==> config.mk <==
export PLATFORM = sky130hd
export DESIGN_NAME = axi_burst_master
export DESIGN_NICKNAME = d
export VERILOG_FILES = /design/src/rtl/axi_burst_master.sv
export SDC_FILE = /design/constraint.sdc
export NUM_CORES = 1
export LEC_CHECK = 0
export BUFFER_PORTS_ARGS = -buffer_cell sky130_fd_sc_hd__clkbuf_2
export CAP_MARGIN = 20
export CORE_AREA = 2 2 183 185
export DETAILED_ROUTE_END_ITERATION = 8
export DIE_AREA = 0 0 185 187
export PLACE_DENSITY = 0.47
export SETUP_SLACK_MARGIN = 0.15
export SKIP_CTS_REPAIR_TIMING = 1
export SYNTH_ARGS = -nofsm -noshare
export SYNTH_HDL_FRONTEND = slang
export SYNTH_SLANG_ARGS = --single-unit
==> constraint.sdc <==
create_clock -name clock -period 2.1 [get_ports clock]
set_clock_uncertainty 0.15 [all_clocks]
set_input_delay 0.105 -clock clock [delete_from_list [all_inputs] [get_ports clock]]
set_output_delay 0.105 -clock clock [all_outputs]
set_load 0.1 [all_outputs]
==> src/rtl/axi_burst_master.sv <==
// Single-outstanding AXI4 burst master: one command becomes one INCR burst
// (write: AW -> W -> B, read: AR -> R) with a one-cycle completion pulse.
module axi_burst_master #(
    parameter logic [3:0]  AXI_ID    = 4'h0,
    parameter logic [31:0] ADDR_MASK = 32'h07FF_FFFF
) (
    input  logic        clock,
    input  logic        resetn,
    input  logic        cmd_valid,
    output logic        cmd_ready,
    input  logic        cmd_write,
    input  logic [31:0] cmd_addr,
    input  logic [7:0]  cmd_len,
    input  logic        wd_valid,
    output logic        wd_ready,
    input  logic [63:0] wd_data,
    input  logic [7:0]  wd_strb,
    output logic        rd_valid,
    input  logic        rd_ready,
    output logic [63:0] rd_data,
    output logic        rd_last,
    output logic        done,
    output logic        done_err,
    output logic        io_axi4_0_aw_valid,
    input  logic        io_axi4_0_aw_ready,
    output logic [3:0]  io_axi4_0_aw_id,
    output logic [31:0] io_axi4_0_aw_addr,
    output logic [7:0]  io_axi4_0_aw_len,
    output logic [2:0]  io_axi4_0_aw_size,
    output logic [1:0]  io_axi4_0_aw_burst,
    output logic        io_axi4_0_aw_lock,
    output logic [3:0]  io_axi4_0_aw_cache,
    output logic [2:0]  io_axi4_0_aw_prot,
    output logic [3:0]  io_axi4_0_aw_qos,
    output logic        io_axi4_0_w_valid,
    input  logic        io_axi4_0_w_ready,
    output logic [63:0] io_axi4_0_w_data,
    output logic [7:0]  io_axi4_0_w_strb,
    output logic        io_axi4_0_w_last,
    input  logic        io_axi4_0_b_valid,
    output logic        io_axi4_0_b_ready,
    input  logic [3:0]  io_axi4_0_b_id,
    input  logic [1:0]  io_axi4_0_b_resp,
    output logic        io_axi4_0_ar_valid,
    input  logic        io_axi4_0_ar_ready,
    output logic [3:0]  io_axi4_0_ar_id,
    output logic [31:0] io_axi4_0_ar_addr,
    output logic [7:0]  io_axi4_0_ar_len,
    output logic [2:0]  io_axi4_0_ar_size,
    output logic [1:0]  io_axi4_0_ar_burst,
    output logic        io_axi4_0_ar_lock,
    output logic [3:0]  io_axi4_0_ar_cache,
    output logic [2:0]  io_axi4_0_ar_prot,
    output logic [3:0]  io_axi4_0_ar_qos,
    input  logic        io_axi4_0_r_valid,
    output logic        io_axi4_0_r_ready,
    input  logic [3:0]  io_axi4_0_r_id,
    input  logic [63:0] io_axi4_0_r_data,
    input  logic [1:0]  io_axi4_0_r_resp,
    input  logic        io_axi4_0_r_last
);

    typedef enum logic [2:0] {
        S_IDLE = 3'd0,
        S_AW   = 3'd1,
        S_W    = 3'd2,
        S_B    = 3'd3,
        S_AR   = 3'd4,
        S_R    = 3'd5
    } state_t;

    state_t      state_q, state_d;
    logic [31:0] addr_q, addr_d;
    logic [7:0]  len_q, len_d;
    logic [7:0]  cnt_q, cnt_d;
    logic        err_q, err_d;
    logic        done_q, done_d;
    logic        rdy_en_q, rdy_en_d;

    function automatic logic [7:0] sat_inc(input logic [7:0] v);
        return (v == 8'hFF) ? v : v + 8'd1;
    endfunction

    // State, command capture, beat counter, error and completion registers
    always_ff @(posedge clock or negedge resetn) begin
        if (!resetn) begin
            state_q  <= S_IDLE;
            addr_q   <= 32'h0000_0000;
            len_q    <= 8'h00;
            cnt_q    <= 8'h00;
            err_q    <= 1'b0;
            done_q   <= 1'b0;
            rdy_en_q <= 1'b0;
        end else begin
            state_q  <= state_d;
            addr_q   <= addr_d;
            len_q    <= len_d;
            cnt_q    <= cnt_d;
            err_q    <= err_d;
            done_q   <= done_d;
            rdy_en_q <= rdy_en_d;
        end
    end

    // Next-state logic; done_d fires on the final handshake so done lands in the first IDLE cycle
    always_comb begin
        state_d  = state_q;
        addr_d   = addr_q;
        len_d    = len_q;
        cnt_d    = cnt_q;
        err_d    = err_q;
        done_d   = 1'b0;
        rdy_en_d = 1'b1;
        case (state_q)
            S_IDLE: begin
                if (cmd_valid && rdy_en_q) begin
                    addr_d  = cmd_addr & ADDR_MASK;
                    len_d   = cmd_len;
                    cnt_d   = 8'h00;
                    err_d   = 1'b0;
                    state_d = cmd_write ? S_AW : S_AR;
                end else begin
                    state_d = S_IDLE;
                end
            end
            S_AW: begin
                if (io_axi4_0_aw_ready) state_d = S_W;
                else                    state_d = S_AW;
            end
            S_W: begin
                if (wd_valid && io_axi4_0_w_ready) begin
                    cnt_d   = sat_inc(cnt_q);
                    state_d = (cnt_q == len_q) ? S_B : S_W;
                end else begin
                    state_d = S_W;
                end
            end
            S_B: begin
                if (io_axi4_0_b_valid) begin
                    state_d = S_IDLE;
                    done_d  = 1'b1;
                    err_d   = err_q | (io_axi4_0_b_resp != 2'b00) | (io_axi4_0_b_id != AXI_ID);
                end else begin
                    state_d = S_B;
                end
            end
            S_AR: begin
                if (io_axi4_0_ar_ready) state_d = S_R;
                else                    state_d = S_AR;
            end
            S_R: begin
                if (io_axi4_0_r_valid && rd_ready) begin
                    cnt_d = sat_inc(cnt_q);
                    err_d = err_q | (io_axi4_0_r_resp != 2'b00) | (io_axi4_0_r_id != AXI_ID)
                          | (io_axi4_0_r_last && (cnt_q != len_q));
                    if (io_axi4_0_r_last) begin
                        state_d = S_IDLE;
                        done_d  = 1'b1;
                    end else begin
                        state_d = S_R;
                    end
                end else begin
                    state_d = S_R;
                end
            end
            default: state_d = S_IDLE;
        endcase
    end

    // rdy_en_q keeps cmd_ready low until the first edge after reset release
    assign cmd_ready = (state_q == S_IDLE) && rdy_en_q;
    assign done      = done_q;
    assign done_err  = done_q & err_q;

    assign io_axi4_0_aw_valid = (state_q == S_AW);
    assign io_axi4_0_aw_id    = AXI_ID;
    assign io_axi4_0_aw_addr  = addr_q;
    assign io_axi4_0_aw_len   = len_q;
    assign io_axi4_0_aw_size  = 3'd3;
    assign io_axi4_0_aw_burst = 2'b01;
    assign io_axi4_0_aw_lock  = 1'b0;
    assign io_axi4_0_aw_cache = 4'h3;
    assign io_axi4_0_aw_prot  = 3'h0;
    assign io_axi4_0_aw_qos   = 4'h0;

    assign io_axi4_0_ar_valid = (state_q == S_AR);
    assign io_axi4_0_ar_id    = AXI_ID;
    assign io_axi4_0_ar_addr  = addr_q;
    assign io_axi4_0_ar_len   = len_q;
    assign io_axi4_0_ar_size  = 3'd3;
    assign io_axi4_0_ar_burst = 2'b01;
    assign io_axi4_0_ar_lock  = 1'b0;
    assign io_axi4_0_ar_cache = 4'h3;
    assign io_axi4_0_ar_prot  = 3'h0;
    assign io_axi4_0_ar_qos   = 4'h0;

    assign io_axi4_0_w_valid = (state_q == S_W) && wd_valid;
    assign wd_ready          = (state_q == S_W) && io_axi4_0_w_ready;
    assign io_axi4_0_w_data  = wd_data;
    assign io_axi4_0_w_strb  = wd_strb;
    assign io_axi4_0_w_last  = (cnt_q == len_q);

    assign io_axi4_0_b_ready = (state_q == S_B);

    assign rd_valid          = (state_q == S_R) && io_axi4_0_r_valid;
    assign io_axi4_0_r_ready = (state_q == S_R) && rd_ready;
    assign rd_data           = io_axi4_0_r_data;
    assign rd_last           = io_axi4_0_r_last;

endmodule

==> impl_metrics.env, run 1 <==
export IMPL_synth_top_cell_by_area="buf_4"
export IMPL_layoutNonFillerInstCount=892
export IMPL_die_area_um2=34600
export IMPL_overflow=0
export IMPL_syn_inst=415
export IMPL_place_inst=833
export IMPL_grt_pass1_wl_um=16100
export IMPL_ys_seq_elements=49
export IMPL_synth_ff_type="dfrtp_1"
export IMPL_vias=2574
export IMPL_die_w_um=185
export IMPL_yosysWarnings=0
export IMPL_crit_required_ps=1850
export IMPL_worst_pin_slew_ps=653.9
export IMPL_gp_congestion=0.7220
export IMPL_synth_cell_types=41
export IMPL_maxCapViolCount=0
export IMPL_wl_um=13170
export IMPL_cts_sinks=49
export IMPL_critical_path_arrival_ps=1730
export IMPL_multi_input_area_um2=1254
export IMPL_cts_max_path_buffers=2
export IMPL_end_kind="output pin"
export IMPL_rsz0062_at_grt="true"
export IMPL_die_h_um=187
export IMPL_finalSetupViolCount=0
export IMPL_grt_max_degree=34
export IMPL_synth_area_top_cells="buf_4 43%, dfrtp_1 31%, mux2_1 9.3%"
export IMPL_layout_commonest_cell="clkbuf_2"
export IMPL_area_growth_pct=16.83
export IMPL_root_buffer="clkbuf_16"
export IMPL_fin_crit_ps=1983
export IMPL_ys_seq_area_share_pct=30.72
export IMPL_cts_tree="built"
export IMPL_numCtsBuffers=5
export IMPL_antenna_found_initial=0
export IMPL_cp_slowest_cell="dfrtp_2"
export IMPL_nets=644
export IMPL_crit_path_cell_trace="xor2_1 > nor4_2 > and2_4 > buf_12"
export IMPL_cp_start_kind="flop"
export IMPL_drive_gt1_share_pct=44.37
export IMPL_crit_type="reg -> out"
export IMPL_grt_pass1_vias=2187
export IMPL_dp_hpwl_um=10160
export IMPL_relSlewSlack_pct=56.59
export IMPL_clock_latency_ps=330
export IMPL_status="complete, no violations"
export IMPL_core_area_um2=32860
export IMPL_cp_max_fo=4
export IMPL_synth_area_um2=3991
export IMPL_portBuffers=140
export IMPL_drc_errors=0
export IMPL_grt_use_total_pct=6.968
export IMPL_start_util_pct=12.15
export IMPL_syn_area_per_cell_um2=9.618
export IMPL_min_path_cells=3
export IMPL_slew_viol_final=0
export IMPL_via_per_inst=2.886
export IMPL_regArea_um2=1245
export IMPL_first_pass_iters=4
export IMPL_antennaDiodeCount=0
export IMPL_clock_fmax_ghz=0.5042
export IMPL_synth_edf_count=0
export IMPL_finalCritPeriodShare_pct=94.44
export IMPL_min_path_type="in -> reg"
export IMPL_ant_nets=0
export IMPL_max_stage_delay_ps=460
export IMPL_cts_htree_levels=2
export IMPL_placementRows=67
export IMPL_ios=470
export IMPL_drt_iter0_markers=61
export IMPL_fill_cells=3726
export IMPL_r2r_cells=5
export IMPL_routedWlPerCell_um=14.76
export IMPL_ys_async_sr_fraction_pct=100.0
export IMPL_synth_top_cell_area_share_pct=42.88
export IMPL_clk_pin_slew_ps=70
export IMPL_hold_viol=0
export IMPL_most_common_layout_cells="131 x clkbuf_2, 53 x conb_1, 43 x dlygate4sd3_1, 38 x dfrtp_1, 33 x mux2_1"
[registers in the layout, summed over array words and instances, names as in the netlist]
name / count
err_q: 1
cnt_q: 8
io_axi4_0_ar_len: 8
rdy_en_q: 1
state_q: 3
done: 1
io_axi4_0_ar_addr: 27
[per-layer routing]
metal  part of all wire, %  global-route usage, %  routed length, um
met2                    49                  11.03               6466
met3                    14                  4.537               1881
met4                   7.5                  6.746                986
met5                     0                      0                  0
met1                    29                  5.760               3833
[worst max-delay path: cells and delay by family (launching register included)]
kind | cells | cell delay, ps
XOR/XNOR | 1 | 180
buffers and inverters | 1 | 170
flip-flops | 1 | 460
AND/OR/NAND/NOR | 2 | 590
[cell families after synthesis]
group	after synthesis	share of synthesized area (%)
adder cells (fa/ha/maj)	1	0.3134
flip-flops	49	30.72
AO/OA/AOI/OAI	26	4.358
other	2	0.1882
AND/OR/NAND/NOR	58	8.433
multiplexers	35	9.875
buffers and inverters	234	43.92
XOR/XNOR	10	2.194
[stage by stage]
stage	utilization, %	setup slack [ps]	instance area, um^2	hold WS (ps)	TNS, ps
2_1_floorplan	-	75.29	4212	-340.6	0
3_3_place_gp	11.96	163.8	3929	-35.28	0
3_5_place_dp	11.96	152.0	3929	-29.47	0
4_1_cts	12.40	-107.4	4075	-405.7	-107.4
5_1_grt	14.19	32.78	4663	10.17	0
6_report	14.19	116.7	4663	10.46	0
[final timing paths]
kind,end,from,slack [ps]
max,io_axi4_0_w_last,io_axi4_0_ar_len[6],120
min reg2reg,io_axi4_0_ar_addr[2],io_axi4_0_ar_addr[2],370
min in group asynchronous,io_axi4_0_ar_addr[1],resetn,140
max in group asynchronous,io_axi4_0_ar_len[7],resetn,1060
max reg2reg,io_axi4_0_ar_addr[20],state_q[2],180
min,state_q[2],cmd_valid,10
[cell type report]
class,count,area share (%)
repair buffers,203,31.18
multi-input cells,183,26.88
flip-flops and latches,49,26.70
well taps,448,12.02
clock buffers,8,3.139
inverters,1,0.08049
[Yosys cell counts, types with 3 or more instances]
library cell	count
nand2_1	10
o21ai_0	8
nor3_1	4
mux2_1	33
or3_1	4
buf_4	228
dfrtp_1	49
xor2_1	10
nand4_1	3
nor4_1	3
a21oi_1	6
buf_2	3
nor2_1	7
nand3_1	6
and2_1	7
Power of run 1 is left out: the tool's default activity adds up to more than one toggle a clock period on the data nets, which glitch-free logic cannot reach.
==> run 2, diff against run 1 <==
ABC_AREA = 1   (was not set)
BUFFER_PORTS_ARGS = not set   (was -buffer_cell sky130_fd_sc_hd__clkbuf_2)
CORE_AREA = 2 2 181 183   (was 2 2 183 185)
DIE_AREA = 0 0 183 185   (was 0 0 185 187)
DONT_BUFFER_PORTS = 1   (was not set)
PLACE_DENSITY = 0.36   (was 0.47)
==> impl_metrics.env, run 2 <==
export IMPL_synth_top_cell_area_share_pct=40.14
export IMPL_numCtsBuffers=5
export IMPL_pre_cts_ws_ps=222.8
export IMPL_core_area_um2=32040
export IMPL_status="complete, but fails checks"
export IMPL_grt_use_total_pct=6.032
export IMPL_yosysWarnings=0
export IMPL_cts_htree_levels=2
export IMPL_synth_commonest_cells="224 x buf_4, 50 x nand2_1, 49 x dfrtp_1, 29 x mux2_4, 28 x nor2_1"
export IMPL_rsz0062_at_grt="true"
export IMPL_synth_cell_types=33
export IMPL_holdWs_ps=-10.95
export IMPL_grt_pass1_wl_um=14310
export IMPL_cp_slowest_cell="dlygate4sd3_1"
export IMPL_slew_viol_final=0
export IMPL_portBuffers=0
export IMPL_layoutNonFillerInstCount=806
export IMPL_worst_pin_slew_ps=581.6
export IMPL_drc_errors=0
export IMPL_drt_iter0_markers=63
export IMPL_wl_um=10820
export IMPL_fill_cells=3648
export IMPL_max_stage_delay_ps=550
export IMPL_cts_tree="built"
export IMPL_end_kind="flop"
export IMPL_clock_fmax_ghz=0.5438
export IMPL_relSlewSlack_pct=61.23
export IMPL_crit_type="reg -> reg"
export IMPL_ys_seq_elements=49
export IMPL_synth_edf_count=0
export IMPL_largest_reg_flops=27
export IMPL_synth_top_cell_by_area="buf_4"
export IMPL_finalSetupViolCount=0
export IMPL_root_buffer="clkbuf_16"
export IMPL_most_common_layout_cells="53 x conb_1, 48 x nand2_1, 46 x dlygate4sd3_1, 42 x buf_4, 36 x dfrtp_2"
export IMPL_grt_pass1_vias=2105
export IMPL_antenna_found_initial=2
export IMPL_critical_path_arrival_ps=1880
export IMPL_cpLargestDelayFamily="buffers and inverters"
export IMPL_crit_path_cell_trace="inv_2 > nand3_1 > clkinvlp_4 > nand2_2 > nand3_1 > dlygate4sd3_1"
export IMPL_fin_crit_ps=1839
export IMPL_nets=596
export IMPL_grt_max_degree=50
export IMPL_clock_latency_ps=310
export IMPL_clk_pin_slew_ps=80
export IMPL_hold_viol=1
export IMPL_vias=2306
export IMPL_start_util_pct=13.07
export IMPL_violations="negative hold slack"
export IMPL_ios=470
export IMPL_place_inst=748
export IMPL_synth_ff_type="dfrtp_1"
export IMPL_cp_start_kind="flop"
export IMPL_path_buf_inv=3
export IMPL_syn_area_per_cell_um2=8.913
export IMPL_cts_max_path_buffers=2
export IMPL_multi_input_area_um2=1351
export IMPL_die_h_um=185
export IMPL_layout_commonest_cell="conb_1"
export IMPL_synth_area_um2=4189
export IMPL_via_per_inst=2.861
export IMPL_die_w_um=183
export IMPL_finalCritPeriodShare_pct=87.56
export IMPL_syn_inst=470
export IMPL_dp_hpwl_um=8320
export IMPL_min_path_type="in -> reg"
export IMPL_ys_seq_area_share_pct=29.27
export IMPL_cp_max_fo=5
export IMPL_synthMostInstantiatedCell="buf_4"
export IMPL_die_area_um2=33860
export IMPL_gp_congestion=0.6572
export IMPL_overflow=0
export IMPL_routedWlPerCell_um=13.42
export IMPL_worst_slack_ps=261.2
export IMPL_synth_area_top_cells="buf_4 40%, dfrtp_1 29%, mux2_4 10%"
export IMPL_crit_required_ps=2140
export IMPL_cts_sinks=49
export IMPL_first_pass_iters=4
export IMPL_ant_nets=0
export IMPL_drive_gt1_share_pct=38.13
export IMPL_cp_common_cell="nand3_1"
export IMPL_placementRows=66
export IMPL_maxCapViolCount=0
export IMPL_regArea_um2=1271
export IMPL_ys_async_sr_fraction_pct=100.0
export IMPL_area_growth_pct=4.152
-- run 2: cell count changes after synthesis, moves of 5 or more --
cell	before	now
and2_1	7	0
inv_1	1	27
mux2_1	33	0
mux2_4	0	29
nand2_1	10	50
nand2_2	0	5
nor2_1	7	28
xor2_1	10	3
-- run 2: cells by family after synthesis --
family                   synth area share (%)
AND/OR/NAND/NOR                         11.23
buffers and inverters                   43.85
AO/OA/AOI/OAI                           3.047
XOR/XNOR                                1.464
adder cells (fa/ha/maj)                0.2986
flip-flops                              29.27
multiplexers                            10.66
other                                  0.1793
-- run 2: final timing paths --
kind / startpoint / end / slack, ps / depth (start not counted)
setup / recovery: state_q[2] / state_q[1] / 260 / 6
hold / removal: io_axi4_0_r_last / state_q[2] / -10 / 3
setup reg to reg: state_q[2] / state_q[1] / 260 / 6
hold reg to reg: io_axi4_0_ar_addr[13] / io_axi4_0_ar_addr[13] / 370 / 1
max in group asynchronous: resetn / io_axi4_0_ar_addr[7] / 1370 / 2
min in group asynchronous: resetn / io_axi4_0_ar_addr[4] / 160 / 2
-- run 2: per-stage QoR --
stage / setup TNS, ps / util, % / hold slack (ps) / instance area, um^2
after global routing: 0 / 13.62 / 35.89 / 4363
after global placement: 0 / 11.47 / -339.2 / 3675
after CTS: 0 / 12.01 / -689.9 / 3847
final: 0 / 13.62 / -10.95 / 4363
after floorplan: -206.2 / - / -340.6 / 4408
after detailed placement: 0 / 11.47 / -339.2 / 3675
-- run 2: tightest hold or removal path, cell delays in order --
cell	delay, ps
a31oi_1	100
nor2_1	110
o21ai_0	90
-- run 2: metal layers --
layer	global-route usage (%)	wire length, um	vias up
met4	7.264	1212	0
met5	0	0	-
met1	5.769	3613	1022
met3	3.107	1285	93
li1	-	-	1035
met2	8.652	4707	156
-- run 2: area by class of cell --
type                       instances  share of cell area (%)
multi-input combinational        215                   30.97
sequential                        49                   29.14
timing repair buffer              96                   21.62
tap                              408                   11.70
clock buffer                       5                   2.868
inverter                          28                   2.495
clock inverter                     3                   1.090
antenna                            2                  0.1147
Power of run 2 is left out for the same reason.
